<file path="src/rtl/viterbi_pkg.sv">
// Shared types and sizing helpers for the Viterbi post-decode BER checker.
package viterbi_pkg;

  typedef enum logic [0:0] {
    SEARCH = 1'b0,
    TRACK  = 1'b1
  } state_t;

  localparam int DEF_MAX_LAT = 64;

  // Width of a lag index for a given history depth; never narrower than one bit.
  function automatic int lag_width(input int max_lat);
    if (max_lat > 1) begin
      return $clog2(max_lat);
    end else begin
      return 1;
    end
  endfunction

  localparam int DEF_LAG_W = lag_width(DEF_MAX_LAT);

endpackage

</file>
<file path="src/rtl/viterbi_hist_sr.sv">
// Source-bit and valid history shift register with one indexed read port.
module viterbi_hist_sr
  import viterbi_pkg::*;
#(
  parameter int DEPTH = DEF_MAX_LAT,
  parameter int LW    = lag_width(DEPTH)
) (
  input  logic          clk,
  input  logic          rst,
  input  logic          din,
  input  logic          vin,
  input  logic [LW-1:0] sel,
  output logic          dout,
  output logic          vout
);

  logic [DEPTH-1:0] data_r;
  logic [DEPTH-1:0] vld_r;

  // Shift on every clock; the valid history alone decides which taps are live.
  always_ff @(posedge clk or negedge rst) begin
    if (!rst) begin
      data_r <= '0;
      vld_r  <= '0;
    end else begin
      data_r <= {data_r[DEPTH-2:0], din};
      vld_r  <= {vld_r[DEPTH-2:0], vin};
    end
  end

  // Read tap L returns the bit shifted in L+1 clocks ago (pre-shift view).
  always_comb begin
    dout = data_r[sel];
    vout = vld_r[sel];
  end

endmodule

</file>
<file path="config.mk">
export PLATFORM = sky130hd
export DESIGN_NAME = viterbi_hist_sr
export DESIGN_NICKNAME = d
export VERILOG_FILES = /design/src/rtl/viterbi_pkg.sv /design/src/rtl/viterbi_hist_sr.sv
export SDC_FILE = /design/constraint.sdc
export NUM_CORES = 1
export LEC_CHECK = 0
export BUFFER_PORTS_ARGS = -buffer_cell sky130_fd_sc_hd__buf_2
export CAP_MARGIN = 0
export CORE_MARGIN = 2
export CORE_UTILIZATION = 54
export DETAILED_ROUTE_END_ITERATION = 16
export PLACE_DENSITY_LB_ADDON = 0.05
export RECOVER_POWER = 25
export SLEW_MARGIN = 15
export SYNTH_ARGS = -nofsm -noshare
export SYNTH_HDL_FRONTEND = slang
export SYNTH_SLANG_ARGS = --single-unit
</file>
<file path="constraint.sdc">
create_clock -name clk -period 1.2 [get_ports clk]
set_input_delay 0.06 -clock clk [delete_from_list [all_inputs] [get_ports clk]]
set_output_delay 0.06 -clock clk [all_outputs]
set_load 0.01 [all_outputs]
</file>
==> results by group <==
Drt
  • Residual DRC count: 0
  • Wire per inst: 17.6 um
  • DR iter-0 viols: 93
  • Vias after detailed routing: 2387
  • Routed Antenna Nets: 0
  • DRT Pass-1 Iters: 4
  • Routed WL: 7950 um
  • Vias/cell: 5.28

Pwr
  • Leak: 0.00265 uW
  • VDD IR max: 0.00113 V
  • Pwr dens: 1870 nW/um^2

CTS
  • CTS tree: done
  • H-tree depth: 4
  • Clock Tree Buf Depth: 2
  • Sink Count: 128
  • Worst skew pair latency: 0.50 ns
  • Clock slew at reported path FFs: 0.06 ns
  • Clk root buf: clkbuf_8
  • TritonCTS buffer count: 17

Worst setup path
  • Worst EP required: 1.14 ns
  • Worst reg2reg path endpoint: vld_r[12]$_DFF_PN0_
  • Worst Path Arrival: 2.00 ns
  • Worst R2R Path Depth: 2
  • Worst Setup Path Type: register to primary output
  • Critical Path Fanout Max: 2
  • Crit path capture type: primary output
  • Worst setup SP type: register
  • Reg2reg setup slack: 0.45 ns
  • Critical Path Start: vld_r[5]$_DFF_PN0_
  • Crit Reg-Reg Startpoint: vld_r[11]$_DFF_PN0_
  • Worst Setup EP: vout

Synth
  • Post-Syn Instances: 257
  • Synthesized flop and latch total: 128
  • Yosys cell types: 22
  • Top-count cell post-synth: dfrtp_1
  • Synth area leader: dfrtp_1
  • Post-synth top cells: 128 x dfrtp_1, 36 x mux2i_1, 14 x nand2_1, 14 x nand3_1, 12 x mux4_2
  • Number of synthesized flops with an enable pin: 0
  • Synth Cell Area: 4410 um^2
  • Ranking of synthesized cells by area: dfrtp_1 73%, mux2i_1 8.2%, mux4_2 6.1%
  • Share of the synthesized area in the top cell type: 0.726
  • Syn Nets: 267
  • Seq/Total Area, Yosys: 0.726
  • Synth warnings: 0
  • Syn Area/Cell: 17.2 um^2
  • Asr flop ratio synth: 1.00
  • Ys flop type: dfrtp_1

STA
  • Period utilisation layout: 1.71
  • Max Fclk: 487 MHz
  • Max-slew headroom: 0.477
  • RSZ-0062 raised after global routing: yes
  • Final Skew: 0.00826 ns
  • Minimum clock period: 2.06 ns
  • Final worst slack: -0.855 ns
  • Final count of pins violating max slew: 0
  • Slew @ Worst Pin: 0.784 ns
  • Final Setup Violations: 2
  • Hold Fails Final Rpt: 0
  • Worst hold margin: 0.178 ns
  • Fin Setup TNS: -1.71 ns

Cells and area
  • Area delta synth->final: 28.9%
  • Share of layout cells above drive strength 1: 0.354
  • Post-route cell area: 5690 um^2
  • Nets: 347
  • # diodes: 0
  • Fin util: 0.729

GRT
  • Largest net degree at the start of global routing: 39
  • Gr usage total: 0.207
  • Antenna violations before repair: 0
  • Vias in the first global route: 2564
  • First-pass GRT wire length: 13500 um
  • Total gr overflow: 0

Place
  • Hpwl dp: 5130 um
  • Setup WS pre-CTS: -0.475 ns
  • Port Buffer Count: 11
  • Placed inst area: 4990 um^2
  • GPL Wtd Cong: 0.717

Die
  • CORE AREA: 7810 um^2
  • Die X-Extent: 94.4 um
  • IO Pins: 12
  • Die area: 8910 um^2
  • Site row count: 32
  • Initial core utilization: 0.565
  • Die outline height: 94.4 um

Job
  • Max-Cap Viols: 0

Run status
  • Failing checks: setup timing
  • Outcome: finished with violations

Min path
  • Hold WC Path Type: input pin to asynchronous set/reset pin
==> registers in the layout, indices dropped and copies added, names as in the netlist <==
name    cells
vld_r      64
data_r     64
==> worst min path at each step <==
stage | slack [ns] | cells past startpoint | end
after floorplan | -0.24 | 0 | data_r[0]$_DFF_PN0_
after global placement | 0.01 | 1 | data_r[39]$_DFF_PN0_
after detailed placement | 0.02 | 1 | data_r[38]$_DFF_PN0_
after CTS | 0.04 | 2 | data_r[38]$_DFF_PN0_
after global routing | 0.19 | 2 | data_r[0]$_DFF_PN0_
final | 0.18 | 2 | data_r[39]$_DFF_PN0_
==> where the power goes <==
group / internal [uW] / switching, uW
clock network: 3470 / 1910
logic: 352 / 324
registers: 4490 / 97.1
total: 8310 / 2330
==> repair_timing <==
item | 4_1_cts | 5_1_grt
buffers inserted | 2 | 2
setup endpoints to repair | 2 | 2
pin swaps | 3 | 3
gates resized for setup | 3 | 3
hold endpoints to repair | 130 | 0
hold buffers | 3 | 0
==> layout by cell type (no fill, tap or decap), types with 7 or more instances in the layout <==
master and instances:
a211oi_1 8, nand2_1 14, dfrtp_1 128, nor2b_1 7, nand3_1 14, clkbuf_16 16
buf_2 10, mux4_2 16, mux2i_1 32, buf_12 7, buf_4 51
==> logic make-up (layout without fill, tap and decap cells) <==
logic type             after synthesis  after routing  synth area share
buffers and inverters               11            104            0.0227
AOI/OAI and AO/OA                   18             18            0.0283
and+or+nand+nor                     48             48            0.0567
DFF                                128            128             0.726
muxes                               52             52             0.167
==> layout make-up <==
cell class,instances,area (um^2)
Clock buffer,18,428
Clock inverter,14,204
Fill cell,489,2120
Multi-Input combinational cell,118,1120
Sequential cell,128,3200
Tap cell,102,128
Timing Repair Buffer,72,608
==> critical path, cell delays in order, from the launching register on <==
cell and delay [ns]:
dfrtp_1 0.38, mux4_2 0.48, mux2i_2 0.20, nand2_1 0.08, nand4_1 0.15, o21ai_2 0.07
buf_2 0.15
==> stage by stage <==
step / power, uW / std cells
5_1_grt: 11000 / 452
3_5_place_dp: 5310 / 413
2_1_floorplan: 4960 / 257
6_report: 10600 / 452
3_3_place_gp: 5300 / 413
4_1_cts: 10700 / 450
==> metal layers <==
metal  GRT usage  part of all wire
met4      0.0688            0.0047
met2       0.332              0.51
met3      0.0503             0.027
met5           0                 0
met1       0.284              0.46
Note: power is estimated with default switching activity, not from simulation.
